[config.mk]
export PLATFORM = sky130hd
export DESIGN_NAME = center_of_mass
export DESIGN_NICKNAME = d
export VERILOG_FILES = /design/src/rtl/center_of_mass.sv
export SDC_FILE = /design/constraint.sdc
export NUM_CORES = 1
export LEC_CHECK = 0
export CAP_MARGIN = 5
export CORE_MARGIN = 4
export CORE_UTILIZATION = 62
export DETAILED_ROUTE_END_ITERATION = 10
export GPL_TIMING_DRIVEN = 0
export PLACE_DENSITY_LB_ADDON = 0.1
export SLEW_MARGIN = 20
export SYNTH_ARGS = -nofsm -noshare
export SYNTH_HDL_FRONTEND = slang
export SYNTH_SLANG_ARGS = --single-unit
[constraint.sdc]
create_clock -name clk_in -period 3.55 [get_ports clk_in]
set_input_delay 0.8875 -clock clk_in [delete_from_list [all_inputs] [get_ports clk_in]]
set_output_delay 0.8875 -clock clk_in [all_outputs]
set_load 0.03 [all_outputs]
[src/rtl/center_of_mass.sv]
// Centroid of thresholded-mask pixels: accumulate x/y sums and a pixel count over a frame, then divide.
// Latency: tabulate_in sampled at edge k -> valid_out high after edge k+SUM_BITS+1.
// Backpressure: none; pixels and tabulate pulses arriving while busy_out=1 are dropped.
// Optional COM_MIN_COUNT_EN: frames with fewer than MIN_COUNT pixels are treated as empty.
module center_of_mass #(
   parameter int H_BITS    = 11,
   parameter int V_BITS    = 10,
   parameter int SUM_BITS  = 32,
   parameter int CNT_BITS  = 21,
   parameter int MIN_COUNT = 64
) (
   input  logic              clk_in,
   input  logic              rst_in,
   input  logic [H_BITS-1:0] x_in,
   input  logic [V_BITS-1:0] y_in,
   input  logic              valid_in,
   input  logic              tabulate_in,
   output logic [H_BITS-1:0] x_out,
   output logic [V_BITS-1:0] y_out,
   output logic              valid_out,
   output logic              busy_out
);

   localparam int IT_BITS = $clog2(SUM_BITS);

   // Smallest frame pixel count that yields a centroid; an empty frame never divides.
`ifdef COM_MIN_COUNT_EN
   localparam logic [CNT_BITS-1:0] THRESH = CNT_BITS'(MIN_COUNT);
`else
   localparam logic [CNT_BITS-1:0] THRESH = CNT_BITS'(1);
`endif

   typedef enum logic [1:0] {ACCUM, DIVIDE, DONE} state_t;

   state_t              state_q, state_d;
   logic [SUM_BITS-1:0] sum_x_q, sum_x_d, sum_y_q, sum_y_d;
   logic [CNT_BITS-1:0] cnt_q, cnt_d;
   logic [SUM_BITS-1:0] quo_x_q, quo_x_d, quo_y_q, quo_y_d;
   logic [CNT_BITS-1:0] rem_x_q, rem_x_d, rem_y_q, rem_y_d;
   logic [CNT_BITS-1:0] div_q, div_d;
   logic [IT_BITS-1:0]  it_q, it_d;
   logic [H_BITS-1:0]   x_q, x_d;
   logic [V_BITS-1:0]   y_q, y_d;
   logic                vld_q, vld_d;

   // Sums/count including the current pixel; count sticks at all-ones instead of wrapping.
   logic [SUM_BITS-1:0] fin_x, fin_y;
   logic [CNT_BITS-1:0] fin_cnt;

   // Restoring divider step: shift the next dividend bit into the remainder, subtract if it fits.
   logic [CNT_BITS:0]   rsh_x, rsh_y;
   logic                ge_x, ge_y;

   // Pixel accumulation terms shared by ACCUM and DONE.
   always_comb begin
      fin_x   = sum_x_q;
      fin_y   = sum_y_q;
      fin_cnt = cnt_q;
      if (valid_in) begin
         fin_x = sum_x_q + {{(SUM_BITS-H_BITS){1'b0}}, x_in};
         fin_y = sum_y_q + {{(SUM_BITS-V_BITS){1'b0}}, y_in};
         if (cnt_q != '1) begin
            fin_cnt = cnt_q + 1'b1;
         end
      end
   end

   assign rsh_x = {rem_x_q, quo_x_q[SUM_BITS-1]};
   assign rsh_y = {rem_y_q, quo_y_q[SUM_BITS-1]};
   assign ge_x  = (rsh_x >= {1'b0, div_q});
   assign ge_y  = (rsh_y >= {1'b0, div_q});

   // Next-state and datapath control for the accumulate / divide / publish sequence.
   always_comb begin
      state_d = state_q;
      sum_x_d = sum_x_q;
      sum_y_d = sum_y_q;
      cnt_d   = cnt_q;
      quo_x_d = quo_x_q;
      quo_y_d = quo_y_q;
      rem_x_d = rem_x_q;
      rem_y_d = rem_y_q;
      div_d   = div_q;
      it_d    = it_q;
      x_d     = x_q;
      y_d     = y_q;
      vld_d   = 1'b0;
      case (state_q)
         ACCUM: begin
            sum_x_d = fin_x;
            sum_y_d = fin_y;
            cnt_d   = fin_cnt;
            if (tabulate_in) begin
               // Hand the final totals to the divider and start the next frame from zero.
               sum_x_d = '0;
               sum_y_d = '0;
               cnt_d   = '0;
               quo_x_d = fin_x;
               quo_y_d = fin_y;
               rem_x_d = '0;
               rem_y_d = '0;
               div_d   = fin_cnt;
               it_d    = '0;
               if (fin_cnt >= THRESH) begin
                  state_d = DIVIDE;
               end
            end
         end
         DIVIDE: begin
            // The dividend register doubles as the quotient register: one bit shifts out, one in.
            quo_x_d = {quo_x_q[SUM_BITS-2:0], ge_x};
            quo_y_d = {quo_y_q[SUM_BITS-2:0], ge_y};
            rem_x_d = ge_x ? CNT_BITS'(rsh_x - {1'b0, div_q}) : rsh_x[CNT_BITS-1:0];
            rem_y_d = ge_y ? CNT_BITS'(rsh_y - {1'b0, div_q}) : rsh_y[CNT_BITS-1:0];
            if (it_q == IT_BITS'(SUM_BITS-1)) begin
               state_d = DONE;
            end else begin
               it_d = it_q + 1'b1;
            end
         end
         DONE: begin
            // Pixels already belong to the next frame; a tabulate here is ignored.
            sum_x_d = fin_x;
            sum_y_d = fin_y;
            cnt_d   = fin_cnt;
            x_d     = quo_x_q[H_BITS-1:0];
            y_d     = quo_y_q[V_BITS-1:0];
            vld_d   = 1'b1;
            state_d = ACCUM;
         end
         default: begin
            state_d = ACCUM;
         end
      endcase
   end

   // State registers with synchronous reset; reset mid-divide simply abandons the divide.
   always_ff @(posedge clk_in) begin
      if (rst_in) begin
         state_q <= ACCUM;
         sum_x_q <= '0;
         sum_y_q <= '0;
         cnt_q   <= '0;
         quo_x_q <= '0;
         quo_y_q <= '0;
         rem_x_q <= '0;
         rem_y_q <= '0;
         div_q   <= '0;
         it_q    <= '0;
         x_q     <= '0;
         y_q     <= '0;
         vld_q   <= 1'b0;
      end else begin
         state_q <= state_d;
         sum_x_q <= sum_x_d;
         sum_y_q <= sum_y_d;
         cnt_q   <= cnt_d;
         quo_x_q <= quo_x_d;
         quo_y_q <= quo_y_d;
         rem_x_q <= rem_x_d;
         rem_y_q <= rem_y_d;
         div_q   <= div_d;
         it_q    <= it_d;
         x_q     <= x_d;
         y_q     <= y_d;
         vld_q   <= vld_d;
      end
   end

   assign x_out     = x_q;
   assign y_out     = y_q;
   assign valid_out = vld_q;
   assign busy_out  = (state_q == DIVIDE);

endmodule

# Word level (Yosys, flattened, before mapping)
# Index checks and enable logic that the tools add are counted.
# totals
regBits	241
wordCells	64
# classes
add_sub_neg	6
order_cmp	3
n_eq_ne	8
muxes	27
reduce_logical	7
# ops
op	count
$pmux W32 S2	4
$mux W32	6
$mux W21	6
$pmux W21 S2	3
$ge A22 B21 Y1	2
$sub A21 B21 Y21	2
$add A32 B10 Y32	1
$add A32 B11 Y32	1
$add A21 B1 Y21 const B	1
$ge A21 B1 Y1 const B	1
$ne A21 B21 Y1 const B	1
$mux W5	2
$pmux W5 S2	1
$mux W2	3
$ne A2 B2 Y1 const B	3
$reduce_and A3 Y1	2
$add A5 B1 Y5 const B	1
$eq A5 B5 Y1 const B	1
$pmux W2 S2	1
$reduce_and A2 Y1	2
$reduce_bool A2 Y1	2
$eq A2 B1 Y1 const B	1
$eq A2 B2 Y1 const B	1
$logic_not A2 Y1	1
2 further kinds	2

# Depth between registers and ports, before layout
# Gate-level depths: netlist (run 1).
# depth
depth_word	7
ltp_mapped	14
depth_no_buf	12

# Least setup slack after synthesis (run 1)
# OpenSTA, ideal clock, no wires.
# synth_timing
path_type	input -> register
from	input port y_in[0]
to	register quo_y_q[16]
setup_time_ps	128
t_arrival_ps	3007
t_required_ps	3422
setup_slack_ps	415
cell_stages	12
n_path_buf	1
cell_sequence	ha_1 -> fa_1 -> a21oi_1 -> o21bai_1 -> a21oi_1 -> o21ai_1 -> a31oi_2 -> or2_1 -> buf_2 -> xnor2_1 -> a222oi_1 -> nor2_1
# synth_between
elab_chain_cells	4
# synth_lines
element	line	text
start, declared	15	input logic [V_BITS-1:0] y_in,
$add A32 B10 Y32	61	fin_y = sum_y_q + {{(SUM_BITS-V_BITS){1'b0}}, y_in};
$mux W32	59	if (valid_in) begin
$mux W32	93	if (tabulate_in) begin
$pmux W32 S2	88	case (state_q)
end signal, assigned	159	quo_y_q <= quo_y_d;
end, declared	38	logic [SUM_BITS-1:0] quo_x_q, quo_x_d, quo_y_q, quo_y_d;
# Every way passes these cells. The select of a mux whose other input is x is not followed.
# A chain may end at the register's enable or synchronous reset.

# Final worst setup path (run 1)
# Same ends and word-level chain as after synthesis.

==> impl_metrics.env, run 1 <==
export IMPL_leakage_nw=5.71
export IMPL_cp_endpoint="quo_y_q[16]"
export IMPL_cp_start_kind="input pin"
export IMPL_skew_ns=0.0138
export IMPL_pwr_share_seq_pct=38.4
export IMPL_cap_violations=0
export IMPL_synth_xor_area_share_pct=7.34
export IMPL_syn_avg_cell_area_sq_um=8.13
export IMPL_final_max_slew_viol_count=0
export IMPL_ctsHoldBuffers=0
export IMPL_clkPwrFrac_pct=34.7
export IMPL_grt_antenna_before_repair=0
export IMPL_yosysWarningCount=0
export IMPL_h_tree_depth=1
export IMPL_antenna_cells=0
export IMPL_cpMostUsedCell="a21oi_1"
export IMPL_synth_fp_nets=1765
export IMPL_reg2regPathDepth=13
export IMPL_synth_top_cell_by_area="dfxtp_1"
export IMPL_arrival_ns=3.82
export IMPL_first_pass_iters=5
export IMPL_power_switching_share_pct=32.2
export IMPL_whs_ns=0.458
export IMPL_yosysSeqAreaShare_pct=35.5
export IMPL_worst_slew_pin_slew_ns=1.10
export IMPL_powerDensity_mw_per_mm2=492
export IMPL_hpwlAfterDp_mm=29.0
export IMPL_power_internal_w=0.00509
export IMPL_max_slew_margin_pct=26.4
export IMPL_cts_tree="yes"
export IMPL_grt_max_degree=16
export IMPL_criticalPathCategory="in -> reg"
export IMPL_fp_dieW_microns=156
export IMPL_synth_fa_ha_area_share_pct=6.67
export IMPL_syn_area_sq_mm=0.0136
export IMPL_finalCritPeriodShare_pct=96.1
export IMPL_syn_to_final_growth_pct=12.2
export IMPL_floorplan_initialDensity_pct=63.8
export IMPL_cp_max_fo=9
export IMPL_clk_pin_slew_ns=0.06
export IMPL_synth_ff_type="dfxtp_1"
export IMPL_numCtsBuffers=26
export IMPL_r2r_slack_ns=0.30
export IMPL_critPathRequiredTime_ns=3.96
export IMPL_power_w=0.00750
export IMPL_crit_path_top_delay_cell="clkdlybuf4s50_1"
export IMPL_grt_pass1_vias=12176
export IMPL_vias=13006
export IMPL_crit_path_start="y_in[0]"
export IMPL_portBuffers=47
export IMPL_clk_latency_ns=0.54
export IMPL_synth_edf_count=0
export IMPL_synth_async_reset_ratio_pct=0
export IMPL_hold_violations=0
export IMPL_synthMuxAreaShare_pct=3.62
export IMPL_period_minus_slack_ns=3.41
export IMPL_drive_gt1_share_pct=5.51
export IMPL_place_gp_congestion=0.960
export IMPL_grt_pass1_wl_mm=63.3
export IMPL_r2r_end="rem_y_q[8]"
export IMPL_syn_inst=1670
export IMPL_ir_drop_mv=0.433
export IMPL_clockBufferDepth=3
export IMPL_setup_viol=0
export IMPL_track_usage_pct=31.9
export IMPL_clock_sinks=241
export IMPL_drc=0
export IMPL_nets=1838
export IMPL_end_kind="register"
export IMPL_overflow=0
export IMPL_die_area_sq_mm=0.0243
export IMPL_synth_seq_cells=241
export IMPL_yosysTopAreaCellShare_pct=35.5
export IMPL_cts_root_buf="clkbuf_16"
export IMPL_die_h_microns=156
export IMPL_wl_per_cell_microns=19.4
export IMPL_pin_count=48
export IMPL_path_cells="clkdlybuf4s50_1 > ha_1 > fa_1 > a21oi_1 > o21bai_1 > a21oi_1 > o21ai_1 > a31oi_4 > or2_1 > buf_2 > xnor2_1 > a222oi_1 > nor2_1"
export IMPL_synth_compound_area_share_pct=24.7
export IMPL_yosys_area_share_simple_pct=17.6
export IMPL_synth_top_family_by_area="compound AO/OA/AOI/OAI gates"
export IMPL_core_sq_mm=0.0213
export IMPL_fmaxAchievable_ghz=0.293
export IMPL_pwr_share_comb_pct=26.9
export IMPL_r2r_start="quo_y_q[31]"
export IMPL_rows=53
export IMPL_status="complete, no violations"
export IMPL_viasPerCell=6.39
export IMPL_drtIter0Drc=1294
export IMPL_ant_nets=0
export IMPL_critPathMaxStageDelay_ns=0.41
export IMPL_holdCritPathClass="reg -> reg"
export IMPL_drt_wl_total_mm=39.5
export IMPL_synth_area_leaders="dfxtp_1 (36%), ha_1 (6.1%), nor2_1 (5.2%), nand2_1 (4.9%), a21oi_1 (4.6%)"
export IMPL_p_switching_w=0.00242
export IMPL_synth_cell_types=81
-- flip-flops by register name, indices dropped and copies added, names as in the netlist --
signal     count
cnt_q         21
div_q         21
it_q           5
quo_x_q       32
quo_y_q       32
rem_x_q       21
rem_y_q       21
state_q        2
sum_x_q       32
sum_y_q       32
valid_out      1
x_out         11
y_out         10
-- cell families (layout without fill, tap and decap cells) --
family | count (synthesis) | after routing
AOI/OAI and AO/OA | 519 | 519
xor gates and xnor gates | 113 | 113
adders and majority gates | 70 | 70
buffers and inverters | 151 | 240
DFF | 241 | 241
muxes | 48 | 48
and+or+nand+nor | 528 | 528
-- critical path, delay by kind of cell --
kind	cells	cell delay, ns
buffers and inverters	2	0.59
xor gates and xnor gates	1	0.09
and+or+nand+nor	2	0.23
AOI/OAI and AO/OA	6	1.34
adders and majority gates	2	0.67
-- cell type report --
type | instances | area, sq um
plain buffers | 102 | 438
clock buffers | 32 | 703
clock inverters | 12 | 98.8
fillers | 1715 | 6050
inverters | 47 | 181
multi-input cells | 1278 | 8170
flip-flops and latches | 241 | 4820
well taps | 275 | 344
repair buffers | 47 | 473
-- placed cells by master, fill, tap and decap left out, drive strengths merged, types with 9 or more instances in the layout --
master           n
or3              9
o22ai           45
ha              66
and2            10
a21o            22
nor2           188
o21bai           9
nor4            13
nand4           13
buf             24
a21oi          128
nand3           36
o21ai          113
clkdlybuf4s50   46
and3            21
a211oi          25
inv             46
a31oi           26
nor3            28
a22oi           77
nand2b          13
xor2            42
mux2i           39
nand2          178
dfxtp          241
clkbuf         110
mux2             9
xnor2           71
clkinv          11
-- metal layers --
layer  up-vias  global-route usage [%]  routed length [microns]
met5         -                       0                        0
met4         0                    9.63                     1140
met3        91                    5.08                     3300
met2       594                    50.6                    17700
met1      6137                    45.0                    17400
li1       6184                       -                        -
-- synth_stat cells, types with 22 or more instances --
library cell / count
a211oi_1: 24
a21o_1: 22
a21oi_1: 125
a22oi_1: 77
a31oi_1: 25
clkbuf_1: 77
dfxtp_1: 241
ha_1: 66
inv_1: 46
mux2i_1: 39
nand2_1: 178
nand3_1: 35
nor2_1: 188
nor3_1: 26
o21ai_0: 73
o21ai_1: 38
o22ai_1: 45
xnor2_1: 70
xor2_1: 42
-- per-stage QoR --
stage          cell area, sq um  cells  setup slack, ns   TNS, ns  util (%)
6_report                  15200   2034            0.138         0      71.6
5_1_grt                   15200   2034         -0.00288  -0.00288      71.6
4_1_cts                   15200   2034           0.0429         0      71.4
3_5_place_dp              14400   1992           -0.471    -15.75      67.6
3_3_place_gp              14400   1992           -0.431    -14.53      67.6
2_1_floorplan             13600   1670            0.415         0         -
-- power groups by stage --
| stage | clock network (W) | registers (W) | logic (W) |
|---|---|---|---|
| final | 0.00260 | 0.00288 | 0.00202 |
| after global routing | 0.00272 | 0.00289 | 0.00221 |
| after CTS | 0.00261 | 0.00288 | 0.00198 |
| after detailed placement | 0 | 0.00294 | 0.00197 |
| after global placement | 0 | 0.00293 | 0.00193 |
| after floorplan | 0 | 0.00291 | 0.00152 |
-- how the worst min path moves through the flow --
stage / start / endpoint / slack (ns) / depth (start not counted)
4_1_cts: y_out[4] / y_out[4] / 0.46 / 2
3_3_place_gp: y_out[6] / y_out[6] / 0.44 / 2
2_1_floorplan: div_q[16] / div_q[16] / 0.44 / 2
3_5_place_dp: y_out[4] / y_out[4] / 0.45 / 2
6_report: y_out[4] / y_out[4] / 0.46 / 2
5_1_grt: y_out[5] / y_out[5] / 0.48 / 2
-- what timing repair did --
action / CTS / global route
endpoints found under the setup margin: 1 / 25
resized for setup: 4 / 7
buffers inserted: 0 / 0
(Power assumes the default switching activity.)
==> inputs of run 2 (changes only) <==
--- a/config.mk
+++ b/config.mk
@@ -6,6 +6,7 @@
 export NUM_CORES = 1
 export LEC_CHECK = 0
 export CAP_MARGIN = 5
+export CORE_ASPECT_RATIO = 0.75
 export CORE_MARGIN = 4
 export CORE_UTILIZATION = 62
 export DETAILED_ROUTE_END_ITERATION = 10
==> run 2 against run 1 <==
- global-route usage increased by 0.89 points
- sequential cell count unchanged
- via count increased by 1.2%
- maximum frequency increased by 0.19%
- highest routed layer unchanged
- clock power increased by 7%
- first-iteration DRC count increased by 33%
- design area increased by 0.87%
- clock skew increased by 0.013 ns
- setup slack improved by 0.0066 ns
- register-to-register slack got worse by 0.03 ns
- non-clock buffer count increased by 4
==> impl_metrics.env, run 2 (synthesis gave the netlist of run 1 again) <==
export IMPL_clockBufferDepth=3
export IMPL_crit_path_top_delay_cell="clkdlybuf4s50_1"
export IMPL_end_kind="register"
export IMPL_skew_ns=0.0271
export IMPL_clk_pin_slew_ns=0.06
export IMPL_hold_violations=0
export IMPL_fp_dieW_microns=179
export IMPL_r2r_start="quo_y_q[31]"
export IMPL_worst_path_stages=12
export IMPL_vias=13161
export IMPL_overflow=0
export IMPL_final_max_slew_viol_count=0
export IMPL_worst_slack_ns=0.145
export IMPL_layout_common_cells="dfxtp_1 (241), nor2_1 (188), nand2_1 (177), a21oi_1 (123), clkbuf_1 (81)"
export IMPL_clock_sinks=241
export IMPL_grt_pass1_wl_mm=63.4
export IMPL_arrival_ns=3.79
export IMPL_clk_latency_ns=0.54
export IMPL_portBuffers=47
export IMPL_grt_pass1_vias=11687
export IMPL_path_cells="clkdlybuf4s50_1 > ha_1 > a21o_1 > a21oi_2 > o211ai_1 > a41o_1 > a21o_1 > a21oi_4 > clkbuf_4 > nor2_1 > xnor2_1 > o22ai_1"
export IMPL_utilization_pct=72.0
export IMPL_track_usage_pct=32.8
export IMPL_stdcell_area_sq_mm=0.0154
export IMPL_leakage_nw=5.76
export IMPL_cts_root_buf="clkbuf_16"
export IMPL_drt_wl_total_mm=41.2
export IMPL_hpwlAfterDp_mm=31.0
export IMPL_floorplan_initialDensity_pct=63.6
export IMPL_crit_family="compound AO/OA/AOI/OAI gates"
export IMPL_pre_cts_ws_ns=-0.493
export IMPL_numCtsBuffers=25
export IMPL_core_sq_mm=0.0214
export IMPL_place_gp_congestion=0.955
export IMPL_cp_endpoint="quo_x_q[11]"
export IMPL_wl_per_cell_microns=20.1
export IMPL_mostFrequentLayoutCell="dfxtp_1"
export IMPL_r2r_end="rem_y_q[3]"
export IMPL_cpMostUsedCell="a21o_1"
export IMPL_syn_to_final_growth_pct=13.2
export IMPL_period_minus_slack_ns=3.40
export IMPL_holdCritPathClass="reg -> reg"
export IMPL_grt_antenna_before_repair=0
export IMPL_cts_tree="yes"
export IMPL_pin_count=48
export IMPL_h_tree_depth=1
export IMPL_rows=46
export IMPL_finalCritPeriodShare_pct=95.9
export IMPL_cap_violations=0
export IMPL_nets=1841
export IMPL_ir_drop_mv=0.378
export IMPL_first_pass_iters=6
export IMPL_powerDensity_mw_per_mm2=505
export IMPL_drtIter0Drc=1717
export IMPL_ant_nets=0
export IMPL_r2r_slack_ns=0.27
export IMPL_crit_buf_inv=2
export IMPL_crit_path_start="x_in[1]"
export IMPL_max_slew_margin_pct=33.4
export IMPL_cp_max_fo=10
export IMPL_min_delay_start="x_out[8]"
export IMPL_cp_start_kind="input pin"
export IMPL_drc=0
export IMPL_status="complete, no violations"
export IMPL_fill_cells=1731
export IMPL_grt_max_degree=16
export IMPL_drive_gt1_share_pct=5.67
export IMPL_placed_area_sq_mm=0.0144
export IMPL_fmaxAchievable_ghz=0.294
export IMPL_die_area_sq_mm=0.0244
export IMPL_critPathMaxStageDelay_ns=0.49
export IMPL_reg2regPathDepth=13
export IMPL_criticalPathCategory="in -> reg"
export IMPL_antenna_cells=0
export IMPL_die_h_microns=136
export IMPL_setup_viol=0
export IMPL_viasPerCell=6.41
export IMPL_critPathRequiredTime_ns=3.94
export IMPL_worst_slew_pin_slew_ns=0.999
[run 2: cell types whose count changed in the layout (fill, tap and decap cells not counted), moves of 2 or more]
| cell | before | now |
|---|---|---|
| buf_4 | 2 | 5 |
| bufinv_16 | 1 | 3 |
| clkbuf_1 | 78 | 81 |
| clkbuf_8 | 3 | 7 |
| clkinv_2 | 9 | 3 |
[run 2: tightest hold or removal path, delay by kind of cell (launching register included)]
| family | cells | cell delay (ns) |
|---|---|---|
| AO/OA/AOI/OAI | 1 | 0.05 |
| AND/OR/NAND/NOR | 1 | 0.05 |
| flip-flops | 1 | 0.31 |
[run 2: routing by layer]
layer  global-route usage, %  wire, microns  up-vias
li1                        -              -     6196
met1                    51.6          19300     6214
met2                    43.6          15800      679
met3                    9.95           5300       72
met4                    6.48            741        0
met5                       0              0        -
[run 2: power by group]
group	total (W)	internal [W]	switching, W
clock	0.00277	0.00166	0.00111
combinational	0.00211	0.000860	0.00125
sequential	0.00288	0.00280	0.0000809
[run 2: what timing repair did]
action,in CTS,in global routing
resized for setup,3,10
endpoints found under the setup margin,1,36
pin swaps,0,2
setup buffers,0,4
hold buffers,0,0
[run 2: worst min path at each step]
stage / slack, ns / end / depth (start not counted)
final: 0.45 / x_out[8] / 2
after CTS: 0.46 / x_out[8] / 2
after global routing: 0.47 / x_out[8] / 2
after floorplan: 0.44 / div_q[16] / 2
after detailed placement: 0.45 / x_out[8] / 2
after global placement: 0.44 / div_q[16] / 2
[run 2: per-stage QoR]
stage	total power, W	TNS (ns)	instances	hold slack, ns
floorplan	0.00443	0	1670	0.436
global placement	0.00488	-17.72	2005	0.444
detailed placement	0.00493	-20.49	2005	0.446
CTS	0.00768	0	2048	0.455
global route	0.00809	-0.0348	2052	0.474
finish	0.00777	0	2052	0.453
[run 2: cell type report]
cell class | count | area (sq um) | share of cell area [%]
Timing Repair Buffer | 51 | 515 | 3.35
Inverter | 47 | 178 | 1.16
Tap cell | 288 | 360 | 2.34
Buffer | 102 | 438 | 2.85
Multi-Input combinational cell | 1278 | 8190 | 53.3
Sequential cell | 241 | 4820 | 31.4
Clock inverter | 7 | 116 | 0.757
Clock buffer | 38 | 744 | 4.84
==> inputs of run 3 (changes only) <==
--- a/config.mk
+++ b/config.mk
@@ -7,7 +7,7 @@
 export LEC_CHECK = 0
 export CAP_MARGIN = 5
 export CORE_ASPECT_RATIO = 0.75
-export CORE_MARGIN = 4
+export CORE_MARGIN = 10
 export CORE_UTILIZATION = 62
 export DETAILED_ROUTE_END_ITERATION = 10
 export GPL_TIMING_DRIVEN = 0
==> run 3 against run 2 <==
- critical path depth increased by 1
- via count increased by 0.15%
- sequential cell count unchanged
- non-clock buffer count increased by 1
- critical path type unchanged
- utilization decreased by 0.20 points
- design area decreased by 0.28%
- highest routed layer is now met5
==> impl_metrics.env, run 3 (synthesis gave the netlist of run 1 again) <==
export IMPL_status="complete, no violations"
export IMPL_skew_ns=0.0111
export IMPL_criticalPathCategory="in -> reg"
export IMPL_clk_pin_slew_ns=0.06
export IMPL_fill_cells=1732
export IMPL_track_usage_pct=28.5
export IMPL_fp_dieW_microns=191
export IMPL_clock_sinks=241
export IMPL_dpl_cell_count=2005
export IMPL_floorplan_initialDensity_pct=63.6
export IMPL_min_delay_start="x_out[5]"
export IMPL_fmaxAchievable_ghz=0.294
export IMPL_rsz0062_at_grt="false"
export IMPL_reg2regPathDepth=13
export IMPL_syn_to_final_growth_pct=12.9
export IMPL_die_area_sq_mm=0.0283
export IMPL_antenna_cells=0
export IMPL_stdcell_area_sq_mm=0.0153
export IMPL_r2r_end="rem_y_q[6]"
export IMPL_rows=46
export IMPL_r2r_start="quo_y_q[31]"
export IMPL_grt_pass1_vias=11890
export IMPL_mostFrequentLayoutCell="dfxtp_1"
export IMPL_vias=13181
export IMPL_drtIter0Drc=1870
export IMPL_holdCritPathClass="reg -> reg"
export IMPL_ctsHoldBuffers=0
export IMPL_drive_gt1_share_pct=5.73
export IMPL_leakage_nw=5.74
export IMPL_hold_end="x_out[5]"
export IMPL_r2r_slack_ns=0.24
export IMPL_placed_area_sq_mm=0.0144
export IMPL_end_kind="register"
export IMPL_drt_wl_total_mm=42.0
export IMPL_place_gp_congestion=0.959
export IMPL_cts_root_buf="clkbuf_16"
export IMPL_clk_latency_ns=0.53
export IMPL_core_sq_mm=0.0214
export IMPL_nets=1841
export IMPL_ir_drop_mv=0.343
export IMPL_grt_antenna_before_repair=1
export IMPL_h_tree_depth=1
export IMPL_multi_input_area_sq_mm=0.00819
export IMPL_ff_latch_area_sq_mm=0.00482
export IMPL_viasPerCell=6.42
export IMPL_numCtsBuffers=24
export IMPL_overflow=0
export IMPL_first_pass_iters=6
export IMPL_period_minus_slack_ns=3.40
export IMPL_wl_per_cell_microns=20.5
export IMPL_ant_nets=0
export IMPL_cp_max_fo=8
export IMPL_final_max_slew_viol_count=0
export IMPL_setup_viol=0
export IMPL_portBuffers=47
export IMPL_grt_pass1_wl_mm=65.2
export IMPL_arrival_ns=3.80
export IMPL_max_slew_margin_pct=31.5
export IMPL_finalCritPeriodShare_pct=95.7
export IMPL_layout_common_cells="dfxtp_1 (241), nor2_1 (188), nand2_1 (178), a21oi_1 (124), clkbuf_1 (79)"
export IMPL_clockBufferDepth=3
export IMPL_whs_path_depth=2
export IMPL_hpwlAfterDp_mm=31.8
export IMPL_grt_max_degree=16
export IMPL_fin_cells=2052
export IMPL_cts_tree="yes"
export IMPL_die_h_microns=148
export IMPL_critPathRequiredTime_ns=3.95
export IMPL_pin_count=48
export IMPL_worst_slew_pin_slew_ns=1.03
export IMPL_powerDensity_mw_per_mm2=502
export IMPL_drc=0
export IMPL_cap_violations=0
export IMPL_cp_start_kind="input pin"
export IMPL_hold_violations=0
[run 3: cell count changes in the layout (fill, tap and decap cells not counted), sizes merged]
cell / change
clkinvlp: +1
clkinv: +4
buf: +1
clkbuf: -6
[run 3: how the worst max path moves through the flow]
stage / to / from / depth (start not counted) / slack [ns]
floorplan: quo_y_q[16] / y_in[0] / 12 / 0.42
global placement: sum_y_q[18] / y_in[0] / 13 / -0.44
detailed placement: quo_y_q[16] / y_in[0] / 13 / -0.49
CTS: quo_y_q[16] / y_in[0] / 13 / 0.004
global route: quo_y_q[16] / y_in[0] / 13 / 0.01
finish: quo_y_q[16] / y_in[0] / 13 / 0.15
[run 3: what timing repair did]
item / CTS / global route
gates resized for setup: 3 / 10
setup endpoints to repair: 2 / 24
pin swaps: 0 / 3
setup buffers: 0 / 5
[run 3: final cells by class]
cell class / instances / share of cell area, %
plain buffers: 102 / 2.86
clock buffers: 32 / 4.45
clock inverters: 12 / 0.914
inverters: 47 / 1.17
multi-input cells: 1278 / 53.4
flip-flops and latches: 241 / 31.5
well taps: 288 / 2.35
repair buffers: 52 / 3.33
[run 3: critical path: stages]
cell and delay [ns]:
clkdlybuf4s50_1 0.43, ha_1 0.25, fa_1 0.42, a21oi_1 0.17
o21bai_1 0.11, a21oi_1 0.21, o21ai_1 0.16, a31oi_4 0.26
or2_1 0.12, buf_2 0.19, xnor2_1 0.10, a222oi_1 0.37
nor2_1 0.09
[run 3: metrics by stage]
step	total power (W)	hold WS, ns	setup WS, ns	util, %	setup TNS [ns]
detailed placement	0.00494	0.448	-0.487	67.5	-17.59
floorplan	0.00443	0.436	0.415	-	0
global route	0.00799	0.469	0.0109	71.8	0
global placement	0.00490	0.443	-0.444	67.5	-13.43
finish	0.00769	0.454	0.154	71.8	0
CTS	0.00758	0.457	0.00377	71.4	0
[run 3: power by group]
part | total [W] | leakage [nW] | switching (W) | internal, W
registers | 0.00288 | 1.95 | 0.0000843 | 0.00280
clock network | 0.00270 | 0.404 | 0.00113 | 0.00157
logic | 0.00212 | 3.39 | 0.00127 | 0.000849
[run 3: routing by layer]
layer / GRT usage [%] / part of all wire (%) / vias up
li1: - / - / 6189
met1: 42.9 / 47 / 6233
met2: 38.2 / 39 / 680
met3: 8.36 / 12 / 75
met4: 6.52 / 1.8 / 4
met5: 1.46 / 0.090 / -
